`src/rtl/sound_cmd_player_if.sv`:
```
// rtl/sound_cmd_player_if.sv - command/mute in, piezo drive and status out
interface sound_cmd_player_if;
  logic [1:0] i_Sound_Cmd;
  logic       i_Mute;
  logic       o_Piezo;
  logic       o_Busy;
  logic [1:0] o_Playing_Cmd;

  modport master (
    output i_Sound_Cmd, i_Mute,
    input  o_Piezo, o_Busy, o_Playing_Cmd
  );

  modport slave (
    input  i_Sound_Cmd, i_Mute,
    output o_Piezo, o_Busy, o_Playing_Cmd
  );
endinterface

```
`src/rtl/sound_cmd_player.sv`:
```
// rtl/sound_cmd_player.sv - turns one-cycle sound commands into timed piezo tone sequences
module sound_cmd_player #(
  parameter int unsigned NOTE_CYC     = 4_000_000,
  parameter int unsigned HP_PERFECT_A = 23_878,
  parameter int unsigned HP_PERFECT_B = 18_953,
  parameter int unsigned HP_GOOD      = 31_888,
  parameter int unsigned HP_MISS      = 125_000
) (
  input  logic i_Clk,
  input  logic i_Rst,
  sound_cmd_player_if.slave bus
);

  typedef enum logic [1:0] {IDLE, NOTE1, NOTE2} state_t;

  localparam logic [1:0]  CMD_PERFECT = 2'd1;
  localparam logic [1:0]  CMD_MISS    = 2'd3;
  localparam logic [31:0] LEN_NOTE    = 32'(NOTE_CYC);
  localparam logic [31:0] LEN_MISS    = 32'(2 * NOTE_CYC);

  state_t      state, state_nxt;
  logic [1:0]  cmd_q, cmd_nxt;
  logic [19:0] tone_cnt, tone_nxt;
  logic [31:0] dur_cnt, dur_nxt;
  logic        square, sq_nxt;
  logic        piezo_q, piezo_nxt;
  logic        accept, note_end;
  logic [19:0] hp_cur;
  logic [31:0] len_cur;

  // miss outranks perfect, perfect outranks good
  function automatic logic [1:0] prio(input logic [1:0] c);
    case (c)
      2'd3:    prio = 2'd3;
      2'd1:    prio = 2'd2;
      2'd2:    prio = 2'd1;
      default: prio = 2'd0;
    endcase
  endfunction

  always_ff @(posedge i_Clk) begin
    if (i_Rst) begin
      state    <= IDLE;
      cmd_q    <= 2'd0;
      tone_cnt <= '0;
      dur_cnt  <= '0;
      square   <= 1'b0;
      piezo_q  <= 1'b0;
    end else begin
      state    <= state_nxt;
      cmd_q    <= cmd_nxt;
      tone_cnt <= tone_nxt;
      dur_cnt  <= dur_nxt;
      square   <= sq_nxt;
      piezo_q  <= piezo_nxt;
    end
  end

  always_comb begin
    state_nxt = state;
    cmd_nxt   = cmd_q;
    len_cur   = (cmd_q == CMD_MISS) ? LEN_MISS : LEN_NOTE;
    accept    = (bus.i_Sound_Cmd != 2'd0) &&
                ((state == IDLE) || (prio(bus.i_Sound_Cmd) >= prio(cmd_q)));
    note_end  = (state != IDLE) && (dur_cnt == len_cur - 32'd1);
    if (accept) begin
      state_nxt = NOTE1;
      cmd_nxt   = bus.i_Sound_Cmd;
    end else if (note_end) begin
      if (state == NOTE1 && cmd_q == CMD_PERFECT) begin
        state_nxt = NOTE2;
      end else begin
        state_nxt = IDLE;
        cmd_nxt   = 2'd0;
      end
    end
  end

  always_comb begin
    tone_nxt = '0;
    dur_nxt  = '0;
    sq_nxt   = 1'b0;
    case (state)
      NOTE2: hp_cur = 20'(HP_PERFECT_B);
      NOTE1: begin
        case (cmd_q)
          2'd1:    hp_cur = 20'(HP_PERFECT_A);
          2'd3:    hp_cur = 20'(HP_MISS);
          default: hp_cur = 20'(HP_GOOD);
        endcase
      end
      default: hp_cur = 20'(HP_GOOD);
    endcase
    // note boundaries and (re)starts clear everything, swallowing any toggle due then
    if (!accept && !note_end && state != IDLE) begin
      dur_nxt = dur_cnt + 32'd1;
      if (tone_cnt == hp_cur - 20'd1) begin
        tone_nxt = '0;
        sq_nxt   = ~square;
      end else begin
        tone_nxt = tone_cnt + 20'd1;
        sq_nxt   = square;
      end
    end
    piezo_nxt = sq_nxt & ~bus.i_Mute;
  end

  assign bus.o_Piezo       = piezo_q;
  assign bus.o_Busy        = (state != IDLE);
  assign bus.o_Playing_Cmd = cmd_q;

endmodule

```
`src/flat_wrapper.sv`:
```
// flat-port wrapper written by rule: the top's interface ports become plain ports
module sound_cmd_player_flat 
#(
  parameter int unsigned NOTE_CYC     = 4_000_000,
  parameter int unsigned HP_PERFECT_A = 23_878,
  parameter int unsigned HP_PERFECT_B = 18_953,
  parameter int unsigned HP_GOOD      = 31_888,
  parameter int unsigned HP_MISS      = 125_000
)
  (i_Clk, i_Rst, bus_i_Sound_Cmd, bus_i_Mute, bus_o_Piezo, bus_o_Busy, bus_o_Playing_Cmd);
  sound_cmd_player_if bus_i ();
  input  logic i_Clk;
  input  logic i_Rst;
  input wire logic [$bits(bus_i.i_Sound_Cmd)-1:0] bus_i_Sound_Cmd;
  input wire logic [$bits(bus_i.i_Mute)-1:0] bus_i_Mute;
  output wire logic [$bits(bus_i.o_Piezo)-1:0] bus_o_Piezo;
  output wire logic [$bits(bus_i.o_Busy)-1:0] bus_o_Busy;
  output wire logic [$bits(bus_i.o_Playing_Cmd)-1:0] bus_o_Playing_Cmd;
  assign bus_i.i_Sound_Cmd = bus_i_Sound_Cmd;
  assign bus_i.i_Mute = bus_i_Mute;
  assign bus_o_Piezo = bus_i.o_Piezo;
  assign bus_o_Busy = bus_i.o_Busy;
  assign bus_o_Playing_Cmd = bus_i.o_Playing_Cmd;
  sound_cmd_player #(.NOTE_CYC(NOTE_CYC), .HP_PERFECT_A(HP_PERFECT_A), .HP_PERFECT_B(HP_PERFECT_B), .HP_GOOD(HP_GOOD), .HP_MISS(HP_MISS)) u_core (.i_Clk(i_Clk), .i_Rst(i_Rst), .bus(bus_i));
endmodule
```
`config.mk`:
```
export PLATFORM = sky130hd
export DESIGN_NAME = sound_cmd_player_flat
export DESIGN_NICKNAME = d
export VERILOG_FILES = /design/src/rtl/sound_cmd_player_if.sv /design/src/rtl/sound_cmd_player.sv /design/src/flat_wrapper.sv
export SDC_FILE = /design/constraint.sdc
export NUM_CORES = 1
export LEC_CHECK = 0
export BUFFER_PORTS_ARGS = -buffer_cell sky130_fd_sc_hd__buf_2
export CELL_PAD_IN_SITES_DETAIL_PLACEMENT = 1
export CELL_PAD_IN_SITES_GLOBAL_PLACEMENT = 1
export CORE_ASPECT_RATIO = 1.1
export CORE_MARGIN = 3
export CORE_UTILIZATION = 47
export CTS_CLUSTER_DIAMETER = 100
export DETAILED_ROUTE_END_ITERATION = 8
export PLACE_DENSITY = 0.77
export SYNTH_ARGS = -nofsm -noshare
export SYNTH_HDL_FRONTEND = slang
export SYNTH_SLANG_ARGS = --single-unit
```
`constraint.sdc`:
```
create_clock -name i_Clk -period 3.2 [get_ports i_Clk]
set_input_delay 0.48 -clock i_Clk [delete_from_list [all_inputs] [get_ports i_Clk]]
set_output_delay 0.48 -clock i_Clk [all_outputs]
set_load 0.01 [all_outputs]
```
==> After elaboration in Yosys (flattened, before gate mapping) <==
Index checks and enable logic that the tools add are counted.
{ "word_totals": {"ff_bits": 58, "output_inout_bits": 4, "word_cells": 56} }
{ "op_classes": {"add_sub_neg": 4, "order_cmp": 1, "eq_ne": 11, "muxes": 13, "bitwise": 4, "reduce_logical": 16} }
{ "ops": {"columns": ["operator", "count"], "rows": [
  ["20-bit case mux with 2 select lines", 1],
  ["17-bit case mux with 2 select lines", 1],
  ["32-bit by 1-bit adder with 32-bit output (second input constant)", 1],
  ["32-bit == test", 1],
  ["32-bit by 1-bit subtractor with 32-bit output (second input constant)", 1],
  ["23-bit 2-to-1 mux", 1],
  ["20-bit by 1-bit adder with 20-bit output (second input constant)", 1],
  ["20-bit == test", 1],
  ["20-bit by 1-bit subtractor with 20-bit output (second input constant)", 1],
  ["2-bit case mux with 3 select lines", 2],
  ["2-bit == test (second input constant)", 5],
  ["2-bit 2-to-1 mux", 4],
  ["2-bit by 1-bit == test with 1-bit output (second input constant)", 3],
  ["2-bit nonzero test", 3],
  ["1-bit logical AND", 5],
  ["1-bit 2-to-1 mux", 4],
  ["2-bit OR reduction", 2],
  ["1-bit NOT", 3],
  ["3-bit OR reduction", 1],
  ["2-bit >= comparator", 1],
  ["1-bit zero test", 2],
  ["2-bit zero test", 1],
  ["2-bit by 1-bit != test with 1-bit output (second input constant)", 1],
  ["2-bit AND reduction", 1],
  ["other kinds (2)", 2]
]} }

==> Depth between registers and ports, before layout <==
Gate-level depths: netlist of run 1.
{ "logic_depth": {"ltp_word": 10, "depth_mapped": 14} }

==> Worst setup path after synthesis of run 1 <==
Ideal clock, no wire load.
{ "synth_path": {"kind": "flip-flop to flip-flop", "startpoint": "register u_core.state[1]", "endpoint": "register u_core.piezo_q, in the netlist u_core.bus.o_Piezo", "setup_ns": 0.079, "t_arrival_ns": 2.630, "t_required_ns": 3.121, "slack_ns": 0.490, "path_stages_with_launch": 12, "path_buffers": 1, "path_cell_list": "dfxtp_1 inv_1 ha_1 clkbuf_1 nand2_1 ha_1 xor2_1 nand3_1 a2111oi_4 o2111ai_1 or4_4 a211oi_2"} }
{ "synth_via": {"elab_chain_len": 8} }
{ "synth_lines": {"columns": ["element", "line_no", "rtl"], "rows": [
  ["start, declared", "sound_cmd_player.sv:21", "state_t state, state_nxt;"],
  ["start signal, assigned", "sound_cmd_player.sv:50", "state <= state_nxt;"],
  ["branches (longest 6 deep; another with 20-bit by 1-bit subtractor with 20-bit output)", null, null],
  ["1-bit 2-to-1 mux (*)", "sound_cmd_player.sv:95", "if (!accept && !note_end && state != IDLE) begin"],
  ["1-bit bitwise AND (*)", "sound_cmd_player.sv:105", "piezo_nxt = sq_nxt & ~bus.i_Mute;"],
  ["end signal, assigned", "sound_cmd_player.sv:55", "piezo_q <= piezo_nxt;"],
  ["end, declared", "sound_cmd_player.sv:26", "logic piezo_q, piezo_nxt;"]
]} }
Every way passes the cells marked *.
A chain may end at the register's enable or synchronous reset.

==> Final worst setup path of run 1 <==
{ "layout_path": {"startpoint": "register u_core.state[0]", "endpoint": "register u_core.piezo_q, in the netlist u_core.bus.o_Piezo"} }
The elaborated chain is that of the path after synthesis.

==> results.md, run 1 <==
* Crit path buf inv count at 1
* P_leak at roughly 1.2 nW
* Slew Limit Headroom at 0.431
* Reg2reg start: u_core.state[0]$_SDFFE_PP0P_
* Layout cells sized above 1 at 0.110
* Main flop type after synthesis: dfxtp_1
* First-pass GRT wire length at 12.5 mm
* Final hold vios at 0
* Seq/Total Area, Yosys at 0.371
* Die area at 7680 um^2
* DRT antenna net count at 0
* Largest net degree at the start of global routing at 25
* Router iterations before antenna repair at 4
* Peak supply drop at around 230 uV
* Vias in the first global route at 2668
* Port bufs at 8
* Die Ht at ~92 um
* Number of diodes at 0
* Fin. max-slew vios at 0
* Aggregate global-route resource usage at 0.199
* Synth top area share at 0.371
* Commonest cells after routing, fill and taps aside: dfxtp_1 (58), nor2_1 (49), xor2_1 (35)
* Critical path's slowest cell: or4_4
* Hold crit path type: input pin to flop
* Placer congestion estimate at between 0.7 and 0.8
* Area of the multi-input gates at about 1800 um^2
* Post-CTS setup buffer count at 0
* Top post-synthesis cells by area: dfxtp_1 (37%), xor2_1 (9.8%), nor2_1 (5.9%), xnor2_1 (5.6%), nand3_1 (5.0%)
* Worst setup SP type: flop
* CTS Buf Count at 9
* DRC at 0
* Routed len/inst at 15.2 um
* Area delta synth->final at 9.63%
* Post-synth EDFFs at 0
* Routed WL at around 7.0 mm
* Clock root buffer: clkbuf_8
* CTS hold repair buffers at 0
* Final setup violation count at 0
* Critical path data required time at about 3500 ps
* Crit-path max cell delay at ~450 ps
* Worst-Margin Slew at roughly 850 ps
* Cell area after synthesis at between 3000 and 4000 um^2
* Syn nets at ~380
* Fin nets at between 300 and 400
* Clock-pin slew on the worst setup and hold paths at approximately 70 ps
* Worst skew pair latency at between 300 and 400 ps
* Final period utilization at 0.866
* Cell family with most CP delay: compound AO/OA/AOI/OAI gates
* Row cnt at 30
* Crit path to: u_core.bus.o_Piezo$_SDFF_PP0_
* FF-to-FF End: u_core.bus.o_Piezo$_SDFF_PP0_
* Crit-path max FO at 7
* Syn Area/Cell at approximately 8.5 um^2
* RSZ-0062 raised after global routing: no
* Max Cap Viol at 0
* PD cells at about 430 nW/um^2
* Max Fclk at 361 MHz
* DP Area at about 3200 um^2
* Yosys top cell by area: dfxtp_1
* Die X at roughly 84 um
* Synthesized instance count at 367
* CTS Sinks at 58
* CTS Buffer Depth at 2
* FF-to-FF setup slack at 430 ps
* H-tree levels at 3
* Core area at 6310 um^2
* Setup crit start: u_core.state[0]$_SDFFE_PP0P_
* Worst path cell trace: inv_1 -> ha_1 -> nand2_1 -> ha_1 -> a21bo_2 -> a32o_1 -> nor3_2 -> o2111ai_1 -> or4_4 -> a211oi_2
* Asr flop ratio synth at 0
* Via count at about 2600
* Final Instance Area at ~3400 um^2
* # resized after CTS at 0
* GRT overflow at 0
* Worst R2R Path Depth at 10
* Worst Clk Skew at approximately 11 ps
* Worst Path Arrival at about 3000 ps
* I/O pins at 9
* Hpwl dp at 5.12 mm
* Count of cell types in the netlist at 54
* Setup CP Type: flop to flop
* WHS at 310 ps
* Status: completed
* Minimum clock period at 2770 ps
* Storage element area at between 1000 and 1500 um^2
* Most frequent CP cell: ha_1
* Final core occ at 0.544
* Fill count at approximately 760
* CTS tree: done
* DRT iter0 DRCs at around 70
* Initial antenna violation count at 0
* Setup tns final at 0 ps
* Seq cells post-synth at between 50 and 60
* CP endpoint kind: flop
* Commonest non-fill, non-tap cell in the layout: dfxtp_1
* Initial core utilization at 0.496
* Yosys warns at 0
* WP depth at 10
* Vias per cell at approximately 5.6
layer usage:
metal	GRT usage	share of wire	vias to the layer above
met2	0.339	0.50	32
met5	0	0	-
met1	0.246	0.46	1222
met4	0.0643	0.018	0
met3	0.0508	0.023	11
li1	-	-	1296
report_power, final:
part	leakage (nW)	switching [mW]	internal (mW)
Clock	0.0941	0.288	0.373
Sequential	0.468	0.00393	0.726
Combinational	0.646	0.0532	0.0337
Total	1.21	0.345	1.13
synth_stat cells, drive strengths merged, types with 3 or more instances:
library cell	n
dfxtp	58
nor3	26
and4	4
a211oi	3
xnor2	20
clkbuf	4
nor2b	3
nor2	49
and3	12
nand2	24
nand3	32
nor4	7
inv	10
nand4	8
nand2b	4
buf	12
o21ai	4
ha	10
xor2	35
a21oi	6
layout make-up:
cell class,instances,area share
Multi-Input combinational cell,283,0.538
Sequential cell,58,0.338
Clock buffer,10,0.0401
Inverter,10,0.0109
Timing Repair Buffer,15,0.0270
Tap cell,80,0.0292
Clock inverter,5,0.0160
cells by family (layout without fill, tap and decap cells):
| family | Yosys count | count (layout) | synth area share |
|---|---|---|---|
| xor+xnor | 55 | 55 | 0.154 |
| compound gates | 32 | 32 | 0.0827 |
| fa+ha+maj | 10 | 10 | 0.0400 |
| mux | 3 | 3 | 0.0112 |
| simple gates | 183 | 183 | 0.301 |
| flops | 58 | 58 | 0.371 |
| buf+inv | 26 | 40 | 0.0408 |
flip-flops by register name, indices dropped and copies added (netlist names):
| signal | cells |
|---|---|
| u_core.bus.o_Piezo | 1 |
| u_core.bus.o_Playing_Cmd | 2 |
| u_core.tone_cnt | 20 |
| u_core.dur_cnt | 32 |
| u_core.square | 1 |
| u_core.state | 2 |
per-stage QoR:
step	setup slack, ps	instances	power [mW]
6_report	428	461	1.48
5_1_grt	233	461	1.55
4_1_cts	428	461	1.50
3_5_place_dp	441	446	0.834
3_3_place_gp	556	446	0.831
2_1_floorplan	490	367	0.811
worst min-delay path by stage:
stage / start / to / slack, ps / cells after the start
floorplan: u_core.dur_cnt[0]$_SDFF_PP0_ / u_core.dur_cnt[0]$_SDFF_PP0_ / 450 / 1
global placement: u_core.dur_cnt[0]$_SDFF_PP0_ / u_core.dur_cnt[0]$_SDFF_PP0_ / 480 / 1
detailed placement: u_core.dur_cnt[0]$_SDFF_PP0_ / u_core.dur_cnt[0]$_SDFF_PP0_ / 490 / 1
CTS: bus_i_Mute / u_core.bus.o_Piezo$_SDFF_PP0_ / 290 / 2
global route: bus_i_Mute / u_core.bus.o_Piezo$_SDFF_PP0_ / 290 / 2
finish: bus_i_Mute / u_core.bus.o_Piezo$_SDFF_PP0_ / 310 / 2
Note: power is estimated with default switching activity, not from simulation.
==> run 2, diff against run 1 <==
Settings changed: CORE_ASPECT_RATIO 1.1 to 0.5, CTS_BUF_LIST from default to sky130_fd_sc_hd__clkbuf_16, SETUP_SLACK_MARGIN from default to 0.4.
==> run 2 against run 1 <==
  * Cell count increased by 2.8%
  * Sequential power increased by 1%
  * Hold slack improved by 5.6 ps
  * Clock-buffer cell count decreased by 1
  * First-iteration DRC count increased by 120%
  * Critical path depth increased by 2
  * Sequential share of layout area decreased by 1.7 points
  * Power increased by 13%
  * Largest power group is now clock
==> results.md, run 2 (synthesis results as in run 1) <==
* Status: completed (unchanged)
* I/O pins at 9 (unchanged)
* Max Fclk at 361 MHz (about the same)
* DRT iter0 DRCs at 152 (was 68)
* Worst Clk Skew at 5.04 ps (was 11.4 ps)
* Initial antenna violation count at 0 (unchanged)
* Worst-Margin Slew at 877 ps (was 846 ps)
* Setup tns final at 0 ps (unchanged)
* CTS Buf Count at 9 (unchanged)
* Row cnt at 20 (was 30)
* FF-to-FF End: u_core.bus.o_Piezo$_SDFF_PP0_ (unchanged)
* Post-route insts no fill at 474 (was 461)
* Die Ht at 63.7 um (was 91.6 um)
* Top flop regs: u_core.dur_cnt (32), u_core.tone_cnt (20) (unchanged)
* Setup CP Type: flop to flop (unchanged)
* PD cells at 459 nW/um^2 (was 431 nW/um^2)
* Max reg flops at 32 (unchanged)
* Largest net degree at the start of global routing at 21 (was 25)
* Hold Crit Start: bus_i_Mute (unchanged)
* Final setup violation count at 0 (unchanged)
* Cell-internal power at 1.27 mW (was 1.13 mW)
* Commonest non-fill, non-tap cell in the layout: dfxtp_1 (unchanged)
* CTS hold repair buffers at 0 (unchanged)
* Peak supply drop at 259 uV (was 234 uV)
* CTS tree: done (unchanged)
* DRT antenna net count at 0 (unchanged)
* CTS Sinks at 58 (unchanged)
* Routed WL at 8.15 mm (was 7.01 mm)
* Hold depth at 2 (unchanged)
* Core area at 6260 um^2 (was 6310 um^2)
* Final hold vios at 0 (unchanged)
* Fin. max-slew vios at 0 (unchanged)
* DRC at 0 (unchanged)
* Setup WS post-layout at 432 ps (was 428 ps)
* Hpwl dp at 5.59 mm (was 5.12 mm)
* Switching part of the total at 0.235 (was 0.233)
* CTS Buffer Depth at 2 (unchanged)
* Comb pwr share at 0.057 (was 0.059)
* Crit-path max FO at 4 (was 7)
* Critical path data required time at 3450 ps (about the same)
* Placer congestion estimate at 0.870 (was 0.796)
* Net Switching at 391 uW (was 345 uW)
* Top reg by flops: u_core.dur_cnt (unchanged)
* Aggregate global-route resource usage at 0.227 (was 0.199)
* Die area at 7740 um^2 (was 7680 um^2)
* Worst Path Arrival at 3020 ps (about the same)
* Cell Count Post-Placement at 453 (was 446)
* Die X at 121 um (was 83.8 um)
* Slew Limit Headroom at 0.410 (was 0.431)
* Area delta synth->final at 15.9% (was 9.63%)
* RSZ-0062 raised after global routing: yes (was no)
* Vias per cell at 5.67 (was 5.56)
* Layout cells sized above 1 at 0.148 (was 0.110)
* Final core occ at 0.580 (was 0.544)
* Fill count at 744 (was 757)
* FF-to-FF setup slack at 430 ps (about the same)
* Number of diodes at 0 (unchanged)
* Reg2reg start: u_core.state[1]$_SDFFE_PP0P_ (was u_core.state[0]$_SDFFE_PP0P_)
* Hold Crit Endpoint: u_core.bus.o_Piezo$_SDFF_PP0_ (unchanged)
* Port bufs at 8 (unchanged)
* Vias in the first global route at 2818 (was 2668)
* Worst setup SP type: flop (unchanged)
* Hold crit path type: input pin to flop (unchanged)
* Initial core utilization at 0.500 (was 0.496)
* Clock-pin slew on the worst setup and hold paths at 50 ps (was 70 ps)
* Worst slack at placement at 426 ps (was 441 ps)
* Fin nets at 396 (was 392)
* Clock share of power at 0.499 (was 0.447)
* Minimum clock period at 2770 ps (about the same)
* Flop pwr share at 0.443 (was 0.494)
* H-tree levels at 3 (unchanged)
* P_leak at 1.28 nW (was 1.21 nW)
* Router iterations before antenna repair at 4 (unchanged)
* CP endpoint kind: flop (unchanged)
* Post-layout power at 1.66 mW (was 1.48 mW)
* Final period utilization at 0.865 (was 0.866)
* Via count at 2688 (was 2561)
* Max Cap Viol at 0 (unchanged)
* Clock root buffer: clkbuf_16 (was clkbuf_8)
* Commonest cells after routing, fill and taps aside: dfxtp_1 (55), nor2_1 (48), xor2_1 (34) (was dfxtp_1 (58), nor2_1 (49), xor2_1 (35))
* Routed len/inst at 17.2 um (was 15.2 um)
* Worst R2R Path Depth at 12 (was 10)
* First-pass GRT wire length at 13.8 mm (was 12.5 mm)
* Worst skew pair latency at 330 ps (about the same)
* GRT overflow at 0 (unchanged)
-- run 2: cell types whose count changed in the layout (fill, tap and decap cells not counted), sizes merged --
cell      delta
clkbuf       -1
clkinv       +3
clkinvlp     -2
bufinv       -1
inv          +2
buf          +4
-- run 2: routing by layer --
metal / vias to the layer above / global-route usage / routed length [um]
met5: - / 0 / 0
met1: 1333 / 0.263 / 3500
met4: 0 / 0.0601 / 104
met3: 10 / 0.0691 / 326
met2: 42 / 0.406 / 4220
li1: 1303 / - / -
-- run 2: worst max-delay path by stage --
| stage | start | endpoint | slack [ps] | depth (start not counted) |
|---|---|---|---|---|
| after floorplan | u_core.state[1]$_SDFFE_PP0P_ | u_core.bus.o_Piezo$_SDFF_PP0_ | 490 | 11 |
| after global placement | u_core.state[1]$_SDFFE_PP0P_ | u_core.bus.o_Piezo$_SDFF_PP0_ | 580 | 12 |
| after detailed placement | u_core.state[1]$_SDFFE_PP0P_ | u_core.bus.o_Piezo$_SDFF_PP0_ | 430 | 12 |
| after CTS | u_core.state[1]$_SDFFE_PP0P_ | u_core.bus.o_Piezo$_SDFF_PP0_ | 410 | 12 |
| after global routing | u_core.state[1]$_SDFFE_PP0P_ | u_core.bus.o_Piezo$_SDFF_PP0_ | 320 | 12 |
| final | u_core.state[1]$_SDFFE_PP0P_ | u_core.bus.o_Piezo$_SDFF_PP0_ | 430 | 12 |
-- run 2: per-stage QoR --
stage                     cell area, um^2  hold WS [ps]
after global placement               3240           471
after floorplan                      3130           449
after global routing                 3630           304
after CTS                            3500           309
after detailed placement             3240           485
final                                3630           315
-- run 2: final cells by class --
cell class	count	area (um^2)	area share
clock inverter	7	28.8	0.00793
timing repair buffer	19	123	0.0338
clock buffer	9	225	0.0621
sequential	58	1170	0.322
tap	88	110	0.0303
multi-input combinational	283	1930	0.533
inverter	10	40.0	0.0110
-- run 2: worst max-delay path, cell delays in order (launching register included) --
cell and delay, ps:
dfxtp_4 360, inv_4 80, ha_4 160, nand2_4 50
nor2_4 140, nand2_2 90, ha_4 280, xor2_2 140
nand3_2 110, a2111oi_4 350, o2111ai_2 170, or4_4 570
a211oi_2 180
-- run 2: what timing repair did --
action | 4_1_cts | 5_1_grt
setup buffers | 0 | 5
pin swaps | 0 | 9
setup endpoints to repair | 1 | 22
cloned | 0 | 0
resized for setup | 1 | 21
-- run 2: power groups by stage --
stage | Sequential [mW] | Combinational [mW] | Clock, mW
floorplan | 0.747 | 0.0638 | 0
global placement | 0.750 | 0.0770 | 0
detailed placement | 0.751 | 0.0803 | 0
CTS | 0.736 | 0.0814 | 0.842
global route | 0.738 | 0.104 | 0.887
finish | 0.738 | 0.0949 | 0.831
==> run 3, diff against run 2 <==
Settings changed: GPL_TIMING_DRIVEN from default to 0.
==> run 3 against run 2 <==
  * Routed wire length rose by 2.5%
  * Clock-buffer cell count did not move
  * Sequential power fell by 0.7%
  * First-iteration DRC count fell by 16%
  * Utilization rose by 1.1 points
==> results.md, run 3 (synthesis results as in run 1) <==
* Reg2reg start: u_core.state[1]$_SDFFE_PP0P_ (unchanged)
* WP depth at 13 (was 12)
* Peak supply drop at 334 uV (was 259 uV)
* M2 GR Usage at 0.412 (was 0.406)
* Max Cap Viol at 0 (unchanged)
* Crit path to: u_core.bus.o_Piezo$_SDFF_PP0_ (unchanged)
* Crit-path max FO at 3 (was 4)
* Switching part of the total at 0.230 (was 0.235)
* Layout cells sized above 1 at 0.164 (was 0.148)
* Routed len/inst at 17.3 um (was 17.2 um)
* H-tree levels at 3 (unchanged)
* Met3 GRT Util at 0.0852 (was 0.0691)
* Die X at 121 um (unchanged)
* Vias in the first global route at 2947 (was 2818)
* CTS Buffer Depth at 2 (unchanged)
* Minimum clock period at 2710 ps (was 2770 ps)
* Router iterations before antenna repair at 4 (unchanged)
* Worst Path Arrival at 2960 ps (was 3020 ps)
* Setup CP Type: flop to flop (unchanged)
* FF-to-FF setup slack at 490 ps (was 430 ps)
* Commonest non-fill, non-tap cell in the layout: dfxtp_1 (unchanged)
* Clock-pin slew on the worst setup and hold paths at 50 ps (about the same)
* CTS Buf Count at 9 (unchanged)
* Slew Limit Headroom at 0.498 (was 0.410)
* CTS Sinks at 58 (unchanged)
* Crit-path max cell delay at 470 ps (was 570 ps)
* Core area at 6260 um^2 (unchanged)
* Worst Clk Skew at 5.46 ps (was 5.04 ps)
* Top flop regs: u_core.dur_cnt (32), u_core.tone_cnt (20) (unchanged)
* First-pass GRT wire length at 14.3 mm (was 13.8 mm)
* Flop pwr share at 0.440 (was 0.443)
* Hpwl dp at 5.72 mm (was 5.59 mm)
* Row cnt at 20 (unchanged)
* Aggregate global-route resource usage at 0.238 (was 0.227)
* Worst setup SP type: flop (unchanged)
* Worst skew pair latency at 330 ps (about the same)
* Fill count at 767 (was 744)
* Final hold vios at 0 (unchanged)
* Die Ht at 63.7 um (unchanged)
* Via count at 2748 (was 2688)
* Area delta synth->final at 18.0% (was 15.9%)
* Critical path data required time at 3450 ps (about the same)
* Number of diodes at 0 (unchanged)
* Largest net degree at the start of global routing at 11 (was 21)
* Final setup violation count at 0 (unchanged)
* Max reg flops at 32 (unchanged)
* Critical path's slowest cell: or4_4 (unchanged)
* Final period utilization at 0.846 (was 0.865)
* PD cells at 451 nW/um^2 (was 459 nW/um^2)
* Hold crit path type: input pin to flop (unchanged)
* GRT overflow at 0 (unchanged)
* Setup crit start: u_core.state[1]$_SDFFE_PP0P_ (unchanged)
* Cell-internal power at 1.28 mW (was 1.27 mW)
* Initial antenna violation count at 0 (unchanged)
* FF-to-FF End: u_core.bus.o_Piezo$_SDFF_PP0_ (unchanged)
* Placer congestion estimate at 0.813 (was 0.870)
* Port bufs at 8 (unchanged)
* P_leak at 1.33 nW (was 1.28 nW)
* Area of the multi-input gates at 1920 um^2 (was 1930 um^2)
* Status: completed (unchanged)
* Top reg by flops: u_core.dur_cnt (unchanged)
* Global Route met1 Usage at 0.270 (was 0.263)
* Worst path cell trace: inv_4 -> ha_4 -> buf_6 -> nand2_4 -> nor2_4 -> nand2_4 -> ha_4 -> xor2_1 -> nand3_1 -> a2111oi_4 -> o2111ai_2 -> or4_4 -> a211oi_2 (was inv_4 -> ha_4 -> nand2_4 -> nor2_4 -> nand2_2 -> ha_4 -> xor2_2 -> nand3_2 -> a2111oi_4 -> o2111ai_2 -> or4_4 -> a211oi_2)
* Max Fclk at 369 MHz (was 361 MHz)
* Crit path buf inv count at 2 (was 1)
* CTS tree: done (unchanged)
* CTS hold repair buffers at 0 (unchanged)
* Cell family with most CP delay: simple AND/OR/NAND/NOR gates (unchanged)
* Die area at 7740 um^2 (unchanged)
* Vias per cell at 5.68 (was 5.67)
* DRC at 0 (unchanged)
* Worst-Margin Slew at 746 ps (was 877 ps)
* RSZ-0062 raised after global routing: yes (unchanged)
* Clock share of power at 0.490 (was 0.499)
* Clock root buffer: clkbuf_16 (unchanged)
* Routed WL at 8.36 mm (was 8.15 mm)
* DRT iter0 DRCs at 127 (was 152)
* DRT antenna net count at 0 (unchanged)
* CP endpoint kind: flop (unchanged)
* Storage element area at 1170 um^2 (about the same)
* Post-route insts no fill at 484 (was 474)
* Comb pwr share at 0.069 (was 0.057)
* Fin nets at 407 (was 396)
* Fin. max-slew vios at 0 (unchanged)
* Initial core utilization at 0.500 (unchanged)
* Top Usage Layer GRT: met2 (unchanged)
* I/O pins at 9 (unchanged)
* Commonest cells after routing, fill and taps aside: dfxtp_1 (56), nor2_1 (48), xor2_1 (35) (was dfxtp_1 (55), nor2_1 (48), xor2_1 (34))
* Worst R2R Path Depth at 13 (was 12)
* Cell Count Post-Placement at 463 (was 453)
* Net Switching at 384 uW (was 391 uW)
* Setup tns final at 0 ps (unchanged)
-- run 3: cell types whose count changed in the layout (fill, tap and decap cells not counted), sizes merged --
| cell | change |
|---|---|
| buf | +7 |
| clkbuf | +4 |
| inv | -1 |
-- run 3: cell type report --
| class | count | share of cell area |
|---|---|---|
| multi-input cells | 283 | 0.520 |
| repair buffers | 14 | 0.0230 |
| plain buffers | 16 | 0.0318 |
| flip-flops and latches | 58 | 0.316 |
| clock buffers | 9 | 0.0610 |
| clock inverters | 6 | 0.00711 |
| inverters | 10 | 0.0108 |
| well taps | 88 | 0.0298 |
-- run 3: how the worst min path moves through the flow --
stage                                      start                             to  slack, ps  depth (start not counted)
finish                                bus_i_Mute  u_core.bus.o_Piezo$_SDFF_PP0_        320                          2
CTS                                   bus_i_Mute  u_core.bus.o_Piezo$_SDFF_PP0_        300                          2
global placement    u_core.dur_cnt[0]$_SDFF_PP0_   u_core.dur_cnt[0]$_SDFF_PP0_        470                          1
detailed placement  u_core.dur_cnt[0]$_SDFF_PP0_   u_core.dur_cnt[0]$_SDFF_PP0_        490                          1
floorplan           u_core.dur_cnt[0]$_SDFF_PP0_   u_core.dur_cnt[0]$_SDFF_PP0_        450                          1
global route                          bus_i_Mute  u_core.bus.o_Piezo$_SDFF_PP0_        290                          2
-- run 3: through the flow --
step           utilization  hold WS (ps)  worst slack (ps)  power, mW  area (um^2)
3_3_place_gp         0.524           471              51.1      0.833         3280
4_1_cts              0.589           301               366       1.68         3690
2_1_floorplan            -           449               490      0.811         3130
5_1_grt              0.591           294               349       1.74         3690
6_report             0.591           315               492       1.67         3690
3_5_place_dp         0.524           494             -24.6      0.838         3280
-- run 3: metal layers --
| metal | up-vias | share of wire |
|---|---|---|
| li1 | 1331 | - |
| met1 | 1338 | 0.43 |
| met2 | 57 | 0.50 |
| met3 | 22 | 0.040 |
| met4 | 0 | 0.026 |
| met5 | - | 0 |
-- run 3: power groups by stage --
| stage | logic, mW | clock network [mW] | registers (mW) |
|---|---|---|---|
| final | 0.116 | 0.817 | 0.733 |
| after global routing | 0.126 | 0.882 | 0.732 |
| after CTS | 0.112 | 0.840 | 0.732 |
| after detailed placement | 0.0912 | 0 | 0.747 |
| after global placement | 0.0866 | 0 | 0.747 |
| after floorplan | 0.0638 | 0 | 0.747 |
-- run 3: repair_timing --
action                     in CTS  in global routing
buffers inserted                6                  0
cloned                          0                  0
pin swaps                      11                  4
setup endpoints to repair      22                 22
gates resized for setup        27                  2
